**config.mk**
```make
export PLATFORM = sky130hd
export DESIGN_NAME = lb2axil_master_flat
export DESIGN_NICKNAME = d
export VERILOG_FILES = /design/src/rtl/lb2axil_master_if.sv /design/src/rtl/lb2axil_master.sv /design/src/flat_wrapper.sv
export SDC_FILE = /design/constraint.sdc
export NUM_CORES = 1
export LEC_CHECK = 0
export CORE_ASPECT_RATIO = 0.8
export CORE_MARGIN = 2
export CORE_UTILIZATION = 39
export CTS_CLUSTER_SIZE = 40
export DETAILED_ROUTE_END_ITERATION = 10
export PLACE_DENSITY = 0.8
export SLEW_MARGIN = 20
export SYNTH_ARGS = -nofsm -noshare
export SYNTH_HDL_FRONTEND = slang
export SYNTH_SLANG_ARGS = --single-unit
```
**constraint.sdc**
```tcl
create_clock -name clk -period 1.7 [get_ports clk]
set_clock_uncertainty 0.05 [all_clocks]
set_input_delay 0.255 -clock clk [delete_from_list [all_inputs] [get_ports clk]]
set_output_delay 0.255 -clock clk [all_outputs]
set_load 0.05 [all_outputs]
```
**src/rtl/lb2axil_master_if.sv**
```systemverilog
// AXI-Lite link between the Local Bus bridge (master) and a downstream register block (slave).
// Latency: wires only, no storage.
// Backpressure: plain AXI-Lite valid/ready on every channel.
//
// Signals keep their axil_ names so they trace directly to the downstream port list.
interface lb2axil_master_if #(
    parameter int ADDR_W = 12,
    parameter int DATA_W = 32,
    parameter int STRB_W = DATA_W / 8
);
    logic [ADDR_W-1:0] axil_awaddr;
    logic [2:0]        axil_awprot;
    logic              axil_awvalid;
    logic              axil_awready;
    logic [DATA_W-1:0] axil_wdata;
    logic [STRB_W-1:0] axil_wstrb;
    logic              axil_wvalid;
    logic              axil_wready;
    logic [1:0]        axil_bresp;
    logic              axil_bvalid;
    logic              axil_bready;
    logic [ADDR_W-1:0] axil_araddr;
    logic [2:0]        axil_arprot;
    logic              axil_arvalid;
    logic              axil_arready;
    logic [DATA_W-1:0] axil_rdata;
    logic [1:0]        axil_rresp;
    logic              axil_rvalid;
    logic              axil_rready;

    modport master (
        output axil_awaddr, axil_awprot, axil_awvalid,
        output axil_wdata, axil_wstrb, axil_wvalid,
        output axil_bready,
        output axil_araddr, axil_arprot, axil_arvalid,
        output axil_rready,
        input  axil_awready, axil_wready, axil_bresp, axil_bvalid,
        input  axil_arready, axil_rdata, axil_rresp, axil_rvalid
    );

    modport slave (
        input  axil_awaddr, axil_awprot, axil_awvalid,
        input  axil_wdata, axil_wstrb, axil_wvalid,
        input  axil_bready,
        input  axil_araddr, axil_arprot, axil_arvalid,
        input  axil_rready,
        output axil_awready, axil_wready, axil_bresp, axil_bvalid,
        output axil_arready, axil_rdata, axil_rresp, axil_rvalid
    );
endinterface

```
**src/rtl/lb2axil_master.sv**
```systemverilog
// Local Bus to AXI-Lite master bridge: one outstanding write and one outstanding read, independent.
// Latency: request sampled at edge 0 -> wready/rvalid pulse in cycle 3 with a zero-wait slave.
// Backpressure: AXI readies stall the FSMs; Local Bus requests are held until the completion pulse.
//
// Ports:
//   clk, rst                   clock, synchronous active-high reset
//   waddr/wdata/wstrb/wen      Local Bus write request, wready/werr completion pulse
//   raddr/ren                  Local Bus read request, rdata/rvalid/rerr completion pulse
//   axil                       AXI-Lite master side (lb2axil_master_if.master)
module lb2axil_master #(
    parameter int          ADDR_W   = 12,
    parameter int          DATA_W   = 32,
    parameter int          STRB_W   = DATA_W / 8,
    parameter logic [2:0]  AXI_PROT = 3'b000
) (
    input  logic                clk,
    input  logic                rst,
    input  logic [ADDR_W-1:0]   waddr,
    input  logic [DATA_W-1:0]   wdata,
    input  logic [STRB_W-1:0]   wstrb,
    input  logic                wen,
    output logic                wready,
    output logic                werr,
    input  logic [ADDR_W-1:0]   raddr,
    input  logic                ren,
    output logic [DATA_W-1:0]   rdata,
    output logic                rvalid,
    output logic                rerr,
    lb2axil_master_if.master    axil
);

    typedef enum logic [1:0] {W_IDLE, W_REQ, W_RESP, W_DONE} w_state_t;
    typedef enum logic [1:0] {R_IDLE, R_ADDR, R_DATA, R_DONE} r_state_t;

    // ---------------- write path state ----------------
    w_state_t          w_state_q, w_state_d;
    logic [ADDR_W-1:0] awaddr_q, awaddr_d;
    logic [DATA_W-1:0] wdat_q, wdat_d;
    logic [STRB_W-1:0] wstrb_q, wstrb_d;
    logic              awvalid_q, awvalid_d;
    logic              wvalid_q, wvalid_d;
    logic              bready_q, bready_d;
    logic              wready_q, wready_d;
    logic              werr_q, werr_d;

    // ---------------- read path state ----------------
    r_state_t          r_state_q, r_state_d;
    logic [ADDR_W-1:0] araddr_q, araddr_d;
    logic              arvalid_q, arvalid_d;
    logic              rready_q, rready_d;
    logic [DATA_W-1:0] rdat_q, rdat_d;
    logic              rvalid_q, rvalid_d;
    logic              rerr_q, rerr_d;

    always_comb begin
        w_state_d = w_state_q;
        awaddr_d  = awaddr_q;
        wdat_d    = wdat_q;
        wstrb_d   = wstrb_q;
        awvalid_d = awvalid_q;
        wvalid_d  = wvalid_q;
        bready_d  = bready_q;
        wready_d  = wready_q;
        werr_d    = werr_q;
        case (w_state_q)
            W_IDLE: begin
                if (wen) begin
                    awaddr_d  = waddr;
                    wdat_d    = wdata;
                    wstrb_d   = wstrb;
                    awvalid_d = 1'b1;
                    wvalid_d  = 1'b1;
                    w_state_d = W_REQ;
                end
            end
            W_REQ: begin
                // AW and W retire independently; a channel already done has its valid at 0.
                if (awvalid_q && axil.axil_awready) awvalid_d = 1'b0;
                if (wvalid_q && axil.axil_wready)   wvalid_d  = 1'b0;
                if (!awvalid_d && !wvalid_d) begin
                    bready_d  = 1'b1;
                    w_state_d = W_RESP;
                end
            end
            W_RESP: begin
                if (axil.axil_bvalid && bready_q) begin
                    bready_d  = 1'b0;
                    werr_d    = axil.axil_bresp[1];
                    wready_d  = 1'b1;
                    w_state_d = W_DONE;
                end
            end
            W_DONE: begin
                // Request still asserted here belongs to the finished write; ignore it.
                wready_d  = 1'b0;
                werr_d    = 1'b0;
                w_state_d = W_IDLE;
            end
            default: w_state_d = W_IDLE;
        endcase
    end

    always_ff @(posedge clk) begin
        if (rst) begin
            w_state_q <= W_IDLE;
            awaddr_q  <= '0;
            wdat_q    <= '0;
            wstrb_q   <= '0;
            awvalid_q <= 1'b0;
            wvalid_q  <= 1'b0;
            bready_q  <= 1'b0;
            wready_q  <= 1'b0;
            werr_q    <= 1'b0;
        end else begin
            w_state_q <= w_state_d;
            awaddr_q  <= awaddr_d;
            wdat_q    <= wdat_d;
            wstrb_q   <= wstrb_d;
            awvalid_q <= awvalid_d;
            wvalid_q  <= wvalid_d;
            bready_q  <= bready_d;
            wready_q  <= wready_d;
            werr_q    <= werr_d;
        end
    end

    always_comb begin
        r_state_d = r_state_q;
        araddr_d  = araddr_q;
        arvalid_d = arvalid_q;
        rready_d  = rready_q;
        rdat_d    = rdat_q;
        rvalid_d  = rvalid_q;
        rerr_d    = rerr_q;
        case (r_state_q)
            R_IDLE: begin
                if (ren) begin
                    araddr_d  = raddr;
                    arvalid_d = 1'b1;
                    r_state_d = R_ADDR;
                end
            end
            R_ADDR: begin
                if (arvalid_q && axil.axil_arready) begin
                    arvalid_d = 1'b0;
                    rready_d  = 1'b1;
                    r_state_d = R_DATA;
                end
            end
            R_DATA: begin
                if (axil.axil_rvalid && rready_q) begin
                    rready_d  = 1'b0;
                    rdat_d    = axil.axil_rdata;
                    rerr_d    = axil.axil_rresp[1];
                    rvalid_d  = 1'b1;
                    r_state_d = R_DONE;
                end
            end
            R_DONE: begin
                // rdata is left alone so the initiator can sample it late.
                rvalid_d  = 1'b0;
                rerr_d    = 1'b0;
                r_state_d = R_IDLE;
            end
            default: r_state_d = R_IDLE;
        endcase
    end

    always_ff @(posedge clk) begin
        if (rst) begin
            r_state_q <= R_IDLE;
            araddr_q  <= '0;
            arvalid_q <= 1'b0;
            rready_q  <= 1'b0;
            rdat_q    <= '0;
            rvalid_q  <= 1'b0;
            rerr_q    <= 1'b0;
        end else begin
            r_state_q <= r_state_d;
            araddr_q  <= araddr_d;
            arvalid_q <= arvalid_d;
            rready_q  <= rready_d;
            rdat_q    <= rdat_d;
            rvalid_q  <= rvalid_d;
            rerr_q    <= rerr_d;
        end
    end

    assign wready = wready_q;
    assign werr   = werr_q;
    assign rdata  = rdat_q;
    assign rvalid = rvalid_q;
    assign rerr   = rerr_q;

    assign axil.axil_awaddr  = awaddr_q;
    assign axil.axil_awprot  = AXI_PROT;
    assign axil.axil_awvalid = awvalid_q;
    assign axil.axil_wdata   = wdat_q;
    assign axil.axil_wstrb   = wstrb_q;
    assign axil.axil_wvalid  = wvalid_q;
    assign axil.axil_bready  = bready_q;
    assign axil.axil_araddr  = araddr_q;
    assign axil.axil_arprot  = AXI_PROT;
    assign axil.axil_arvalid = arvalid_q;
    assign axil.axil_rready  = rready_q;

endmodule

```
**src/flat_wrapper.sv**
```systemverilog
// flat-port wrapper written by rule: the top's interface ports become plain ports
module lb2axil_master_flat 
#(
    parameter int          ADDR_W   = 12,
    parameter int          DATA_W   = 32,
    parameter int          STRB_W   = DATA_W / 8,
    parameter logic [2:0]  AXI_PROT = 3'b000
)
  (clk, rst, waddr, wdata, wstrb, wen, wready, werr, raddr, ren, rdata, rvalid, rerr, axil_axil_awaddr, axil_axil_awprot, axil_axil_awvalid, axil_axil_wdata, axil_axil_wstrb, axil_axil_wvalid, axil_axil_bready, axil_axil_araddr, axil_axil_arprot, axil_axil_arvalid, axil_axil_rready, axil_axil_awready, axil_axil_wready, axil_axil_bresp, axil_axil_bvalid, axil_axil_arready, axil_axil_rdata, axil_axil_rresp, axil_axil_rvalid);
  lb2axil_master_if #(.ADDR_W(ADDR_W), .DATA_W(DATA_W), .STRB_W(STRB_W)) axil_i ();
  input  logic clk;
  input  logic rst;
  input  logic [ADDR_W-1:0] waddr;
  input  logic [DATA_W-1:0] wdata;
  input  logic [STRB_W-1:0] wstrb;
  input  logic wen;
  output logic wready;
  output logic werr;
  input  logic [ADDR_W-1:0] raddr;
  input  logic ren;
  output logic [DATA_W-1:0] rdata;
  output logic rvalid;
  output logic rerr;
  output wire logic [$bits(axil_i.axil_awaddr)-1:0] axil_axil_awaddr;
  output wire logic [$bits(axil_i.axil_awprot)-1:0] axil_axil_awprot;
  output wire logic [$bits(axil_i.axil_awvalid)-1:0] axil_axil_awvalid;
  output wire logic [$bits(axil_i.axil_wdata)-1:0] axil_axil_wdata;
  output wire logic [$bits(axil_i.axil_wstrb)-1:0] axil_axil_wstrb;
  output wire logic [$bits(axil_i.axil_wvalid)-1:0] axil_axil_wvalid;
  output wire logic [$bits(axil_i.axil_bready)-1:0] axil_axil_bready;
  output wire logic [$bits(axil_i.axil_araddr)-1:0] axil_axil_araddr;
  output wire logic [$bits(axil_i.axil_arprot)-1:0] axil_axil_arprot;
  output wire logic [$bits(axil_i.axil_arvalid)-1:0] axil_axil_arvalid;
  output wire logic [$bits(axil_i.axil_rready)-1:0] axil_axil_rready;
  input wire logic [$bits(axil_i.axil_awready)-1:0] axil_axil_awready;
  input wire logic [$bits(axil_i.axil_wready)-1:0] axil_axil_wready;
  input wire logic [$bits(axil_i.axil_bresp)-1:0] axil_axil_bresp;
  input wire logic [$bits(axil_i.axil_bvalid)-1:0] axil_axil_bvalid;
  input wire logic [$bits(axil_i.axil_arready)-1:0] axil_axil_arready;
  input wire logic [$bits(axil_i.axil_rdata)-1:0] axil_axil_rdata;
  input wire logic [$bits(axil_i.axil_rresp)-1:0] axil_axil_rresp;
  input wire logic [$bits(axil_i.axil_rvalid)-1:0] axil_axil_rvalid;
  assign axil_axil_awaddr = axil_i.axil_awaddr;
  assign axil_axil_awprot = axil_i.axil_awprot;
  assign axil_axil_awvalid = axil_i.axil_awvalid;
  assign axil_axil_wdata = axil_i.axil_wdata;
  assign axil_axil_wstrb = axil_i.axil_wstrb;
  assign axil_axil_wvalid = axil_i.axil_wvalid;
  assign axil_axil_bready = axil_i.axil_bready;
  assign axil_axil_araddr = axil_i.axil_araddr;
  assign axil_axil_arprot = axil_i.axil_arprot;
  assign axil_axil_arvalid = axil_i.axil_arvalid;
  assign axil_axil_rready = axil_i.axil_rready;
  assign axil_i.axil_awready = axil_axil_awready;
  assign axil_i.axil_wready = axil_axil_wready;
  assign axil_i.axil_bresp = axil_axil_bresp;
  assign axil_i.axil_bvalid = axil_axil_bvalid;
  assign axil_i.axil_arready = axil_axil_arready;
  assign axil_i.axil_rdata = axil_axil_rdata;
  assign axil_i.axil_rresp = axil_axil_rresp;
  assign axil_i.axil_rvalid = axil_axil_rvalid;
  lb2axil_master #(.ADDR_W(ADDR_W), .DATA_W(DATA_W), .STRB_W(STRB_W), .AXI_PROT(AXI_PROT)) u_core (.clk(clk), .rst(rst), .waddr(waddr), .wdata(wdata), .wstrb(wstrb), .wen(wen), .wready(wready), .werr(werr), .raddr(raddr), .ren(ren), .rdata(rdata), .rvalid(rvalid), .rerr(rerr), .axil(axil_i));
endmodule
```
==> results of run 1 <==
-- through the flow --
step | hold slack (ns) | cells | setup slack (ns)
global placement | 0.3924 | 821 | 0.1083
floorplan | 0.3410 | 506 | 0.1906
finish | 0.2970 | 836 | 0.1278
detailed placement | 0.3981 | 821 | 0.06844
global route | 0.3001 | 836 | 0.002386
CTS | 0.2841 | 836 | 0.01564
-- synthesized netlist by cell type, drive strengths merged --
cell type	n	area, um^2
nand2	195	732.0
dfxtp	105	2102
a21oi	100	504.2
buf	29	197.7
ha	9	112.6
inv	9	33.78
clkbuf	8	30.03
nor2	8	30.03
nor2b	7	43.79
o21ai	5	36.29
nand3	3	20.02
a211oi	2	20.02
a31o	2	17.52
and2	2	12.51
and3	2	12.51
a21bo	1	10.01
a21boi	1	7.510
a221oi	1	8.760
a22oi	1	7.510
a2bb2oi	1	8.760
a31oi	1	6.260
conb	1	3.750
mux2i	1	10.01
nand2b	1	6.260
nand3b	1	7.510
nand4	1	6.260
nand4b	1	8.760
nor3	1	5.000
o22a	1	8.760
o31ai	1	7.510
-- report_power, final --
group          total [W]  switching [W]  internal [W]  leakage (nW)
logic            0.00330        0.00216       0.00113          1.54
registers        0.00304       0.000224       0.00282         0.856
clock network    0.00229       0.000862       0.00143         0.155
total            0.00863        0.00325       0.00538          2.55
-- worst max path at each step --
stage               slack, ns                    endpoint                startpoint  cells past startpoint
finish                   0.13         u_core.r_state_q[1]       u_core.r_state_q[0]                      6
global route            0.002  u_core.axil.axil_wdata[19]       u_core.w_state_q[0]                      6
CTS                      0.02            u_core.rdata[17]       u_core.r_state_q[0]                      6
detailed placement       0.07            u_core.rdata[17]          axil_axil_rvalid                      5
global placement         0.11            u_core.rdata[20]          axil_axil_rvalid                      5
floorplan                0.19         u_core.r_state_q[1]  u_core.axil.axil_arvalid                      4
-- state kept, by name, summed over array words and instances, names as in the netlist --
signal	flops
u_core.rerr	1
u_core.werr	1
u_core.axil.axil_awaddr	12
u_core.axil.axil_araddr	12
u_core.axil.axil_bready	1
u_core.axil.axil_wstrb	4
u_core.w_state_q	2
u_core.axil.axil_rready	1
u_core.wready	1
u_core.axil.axil_wvalid	1
u_core.rvalid	1
u_core.axil.axil_awvalid	1
u_core.rdata	32
u_core.r_state_q	2
u_core.axil.axil_wdata	32
u_core.axil.axil_arvalid	1
-- cell type report --
cell class	instances	share of cell area (%)
flip-flops and latches	105	33.70
repair buffers	212	30.63
multi-input cells	355	26.96
clock buffers	10	3.671
well taps	140	2.808
clock inverters	5	1.685
inverters	9	0.5416
-- worst max-delay path, cell delays in order (launching register included) --
cell and delay, ns:
dfxtp_1 0.39, inv_1 0.10, ha_1 0.23, nor2b_1 0.17
a211oi_2 0.27, mux2i_1 0.21, nor2_1 0.05
-- routing by layer --
layer / track usage [%] / up-vias / wire [um]
li1: - / 1992 / -
met1: 21.76 / 1812 / 4531
met2: 33.43 / 132 / 5323
met3: 7.065 / 11 / 802
met4: 5.723 / 0 / 127
met5: 0 / - / 0
-- what timing repair did --
item / CTS / global route
hold endpoints to repair: 0 / 0
resized for setup: 0 / 4
endpoints found under the setup margin: 0 / 9
-- logic make-up after synthesis --
logic type,count (synthesis)
fa+ha+maj,9
compound gates,117
mux,1
buf+inv,46
flops,105
other cells,1
simple gates,222
==> results.toml, run 1 <==
[status]
status = "finished clean"

[detailed_routing]
drtAntennaViolNets = 0
drt-total-wl_mm = 10.78
vias = 3947
drc = 0
first_pass_iters = 4
drt-wirelength-per-cell_um = 12.90
drt_iter0_markers = 186
avgViaCountPerCell = 4.721

[critical_path]
rrSetupSlack_ns = 0.13
critPathKind = "flip-flop to flip-flop"
reg2reg_depth = 6
r2r-end = "u_core.r_state_q[1]"
worstPathMaxFanout = 4
rr_startpoint = "u_core.r_state_q[0]"
start_kind = "flip-flop"
crit_required_ns = 1.88
arrival_ns = 1.75
end_kind = "flip-flop"

[placed_design]
place_hpwl_mm = 8.017
port_buffers = 203
gp_congestion = 0.7688
placed_cell_area_um2 = 5891

[cts]
cts_root_buffer = "clkbuf_16"
clkSinkCount = 105
cts_max_path_buffers = 2
path_clk_slew_ns = 0.07
htree_levels = 3
cts_hold_buf = 0
cts_tree = "yes"
clk_latency_ns = 0.33
post-cts-setup-buffers = 0
cts_made_buffers = 9

[layout]
post-route-util_pct = 61.41
area_delta_synth_final_pct = 55.25
fin_area_um2 = 6237
multi_input_area_um2 = 1682
nFillCells = 938
drive_above_1_share_pct = 19.40
seq_area_um2 = 2102
layout_common_cells = "195 x nand2_1, 105 x buf_4, 105 x dfxtp_1"
final_common_cell = "nand2_1"
diodes = 0
final_nets = 806

[synth]
muxShareOfSynthArea_pct = 0.2491
yosys.area_share.simple_pct = 22.02
synth_fa_ha_area_share_pct = 2.803
synth_compound_area_share_pct = 16.01
synth_xor_area_share_pct = 0
syn_inst = 501
synth_top_family_by_area = "simple AND/OR/NAND/NOR gates"
avgSynthCellArea_um2 = 8.019
netlist_area_um2 = 4018
ys_seq_area_share_pct = 52.32
yosys_warnings = 0
yosysUniqueCellTypes = 37
ys_seq_elements = 105

[sta]
slew_violations = 0
period_minus_slack_ns = 1.572
period_share_pct = 92.48
setup_viol = 0
tns_ns = 0
hold_viol = 0
fmax_mhz = 636.1
rsz0062_at_grt = "false"

[worst_hold_path]
hold_depth = 2
worst_hold_path.endpoint = "u_core.werr"
hold_start = "rst"
hold_class = "primary input to flip-flop"

[floorplan]
die_w_um = 117.5
dieHeight_um = 94.78
ios = 212
core_um2 = 10160
die_area_um2 = 11130
start_util_pct = 39.55
rows = 33

[global_routing]
antenna_found_initial = 0
grt_pass1_wl_mm = 17.11
track_usage_pct = 18.97
grt_overflow = 0
grt_pass1_vias = 3710
grt_max_degree = 49

[power]
power_density_nw_per_um2 = 1384
vdd_drop_max_v = 0.0008593
power.static_leakage_nw = 2.548
power.total_w = 0.008629

[flow_run]
drv_cap = 0
No activity file was read; power rests on OpenSTA's default activity.
==> inputs of run 2 (changes only) <==
--- a/config.mk
+++ b/config.mk
@@ -5,11 +5,14 @@
 export SDC_FILE = /design/constraint.sdc
 export NUM_CORES = 1
 export LEC_CHECK = 0
+export ABC_CLOCK_PERIOD_IN_PS = 1700
 export CORE_ASPECT_RATIO = 0.8
 export CORE_MARGIN = 2
 export CORE_UTILIZATION = 39
 export CTS_CLUSTER_SIZE = 40
 export DETAILED_ROUTE_END_ITERATION = 10
+export GPL_ROUTABILITY_DRIVEN = 0
+export GPL_TIMING_DRIVEN = 0
 export PLACE_DENSITY = 0.8
 export SLEW_MARGIN = 20
 export SYNTH_ARGS = -nofsm -noshare
==> run 2 against run 1 <==
Effect of this change: via count grew 3.2%; critical endpoint is now axil_axil_rready; sequential share of layout area shrank 1.0 points; maximum frequency decreased by 4.1%; cell count up 3.3%; die area is the same; design area rose by 3.3%; worst setup slack worse by 0.067 ns; wire length increased by 14%; worst hold slack better by 0.0030 ns; sequential cell count unchanged; first-iteration DRC count down 18%; combinational power up 2%.
==> results.toml, run 2 (same netlist as run 1, synthesis figures left out) <==
[sta]
slew_violations = 0
fmax_mhz = 609.9
worstMarginPinSlew_ns = 0.6598
hold_viol = 0
tns_ns = 0
period_minus_slack_ns = 1.640
fin_ws_ns = 0.06047
setup_viol = 0
relSlewSlack_pct = 56.01
period_share_pct = 96.44

[layout]
drive_above_1_share_pct = 7.873
layout_common_cells = "195 x nand2_1, 104 x dfxtp_1, 101 x clkdlybuf4s50_1, 101 x dlygate4sd2_1, 99 x a21oi_1"
stdcell_count = 864
diodes = 0
area_delta_synth_final_pct = 60.32
final_nets = 833
final_common_cell = "nand2_1"

[floorplan]
start_util_pct = 39.55
dieHeight_um = 94.78
die_w_um = 117.5
ios = 212
rows = 33
core_um2 = 10160
die_area_um2 = 11130

[cts]
post-cts-setup-buffers = 0
clk_latency_ns = 0.34
path_clk_slew_ns = 0.07
cts_tree = "yes"
cts_made_buffers = 9
clkSinkCount = 105
cts_root_buffer = "clkbuf_16"
cts_max_path_buffers = 2
htree_levels = 3

[critical_path]
crit_required_ns = 1.39
arrival_ns = 1.33
critPathKind = "flip-flop to output port"
end_kind = "output port"
crit_family = "buffers and inverters"
rr_startpoint = "u_core.w_state_q[0]"
worstPathMaxFanout = 6
cpMaxStageDelayCell = "dlygate4sd2_1"
reg2reg_depth = 6
start_kind = "flip-flop"
rrSetupSlack_ns = 0.11
cp_num_buf_inv = 1
path_cells = "dlygate4sd2_1"
r2r-end = "u_core.axil.axil_wdata[3]"
critPathMaxStageDelay_ns = 0.57

[global_routing]
track_usage_pct = 21.78
grt_pass1_wl_mm = 19.37
grt_max_degree = 18
grt_pass1_vias = 4033
grt_overflow = 0
antenna_found_initial = 0

[power]
vdd_drop_max_v = 0.0007136
power.static_leakage_nw = 2.865
power_density_nw_per_um2 = 1299

[detailed_routing]
drt-total-wl_mm = 12.27
avgViaCountPerCell = 4.713
first_pass_iters = 4
drc = 0
drt-wirelength-per-cell_um = 14.20
vias = 4072
drtAntennaViolNets = 0
drt_iter0_markers = 152

[status]
status = "finished clean"

[placed_design]
port_buffers = 202
place_hpwl_mm = 9.195
pre_cts_ws_ns = -0.001937
place_inst = 848

[worst_hold_path]
hold_class = "primary input to flip-flop"
worst_hold_path.endpoint = "u_core.axil.axil_bready"
hold_start = "rst"
hold_depth = 3

[flow_run]
drv_cap = 0
run 2: cell count changes in the layout (fill, tap and decap cells not counted), sizes merged:
cell,delta
clkinv,+3
clkinvlp,-1
bufinv,-3
clkbuf,+11
dlygate4sd2,+101
inv,+1
buf,-84
run 2: final cells by class:
class / count / area (um^2)
Tap cell: 140 / 175.2
Clock buffer: 11 / 252.7
Sequential cell: 105 / 2103
Multi-Input combinational cell: 355 / 1703
Clock inverter: 5 / 38.79
Buffer: 37 / 239.0
Inverter: 9 / 33.78
Timing Repair Buffer: 202 / 1896
Fill cell: 944 / 3716
run 2: how the worst max path moves through the flow:
stage          slack [ns]                startpoint  cells past startpoint                    endpoint
4_1_cts              0.01       u_core.r_state_q[0]                      6            u_core.rdata[20]
3_5_place_dp       -0.002                       wen                      6  u_core.axil.axil_wdata[23]
2_1_floorplan        0.19  u_core.axil.axil_arvalid                      4         u_core.r_state_q[1]
6_report             0.06   u_core.axil.axil_rready                      1            axil_axil_rready
5_1_grt             -0.01       u_core.w_state_q[0]                      6   u_core.axil.axil_wdata[1]
3_3_place_gp         0.06                       wen                      6   u_core.axil.axil_wdata[9]
run 2: what timing repair did:
item,in CTS,in global routing
setup endpoints to repair,101,83
hold buffers,0,0
gates resized for setup,101,13
gates cloned,0,0
pin swaps,0,1
run 2: metal layers:
metal	vias to the layer above	wire length, um	GRT usage (%)
li1	2041	-	-
met1	1879	5203	25.30
met2	135	6097	38.89
met3	17	799	7.065
met4	0	165	6.426
met5	-	0	0
run 2: through the flow:
step	util [%]	instance area, um^2	hold slack, ns	total power, W
2_1_floorplan	-	4036	0.3410	0.005380
3_3_place_gp	61.37	6233	0.3911	0.006452
3_5_place_dp	61.37	6233	0.3962	0.006571
4_1_cts	63.00	6399	0.2921	0.008345
5_1_grt	63.41	6441	0.2999	0.008846
6_report	63.41	6441	0.3001	0.008368
run 2: power by group:
| part | total [W] | switching, W | internal (W) |
|---|---|---|---|
| logic | 0.00335 | 0.00224 | 0.00111 |
| clock network | 0.00198 | 0.000903 | 0.00108 |
| registers | 0.00303 | 0.000216 | 0.00282 |
==> inputs of run 3 (changes only) <==
--- a/config.mk
+++ b/config.mk
@@ -18,3 +18,4 @@
 export SYNTH_ARGS = -nofsm -noshare
 export SYNTH_HDL_FRONTEND = slang
 export SYNTH_SLANG_ARGS = --single-unit
+export TNS_END_PERCENT = 100
==> results of run 3 <==
Same layout as run 2: the final DEF is identical, and so are final timing and power.
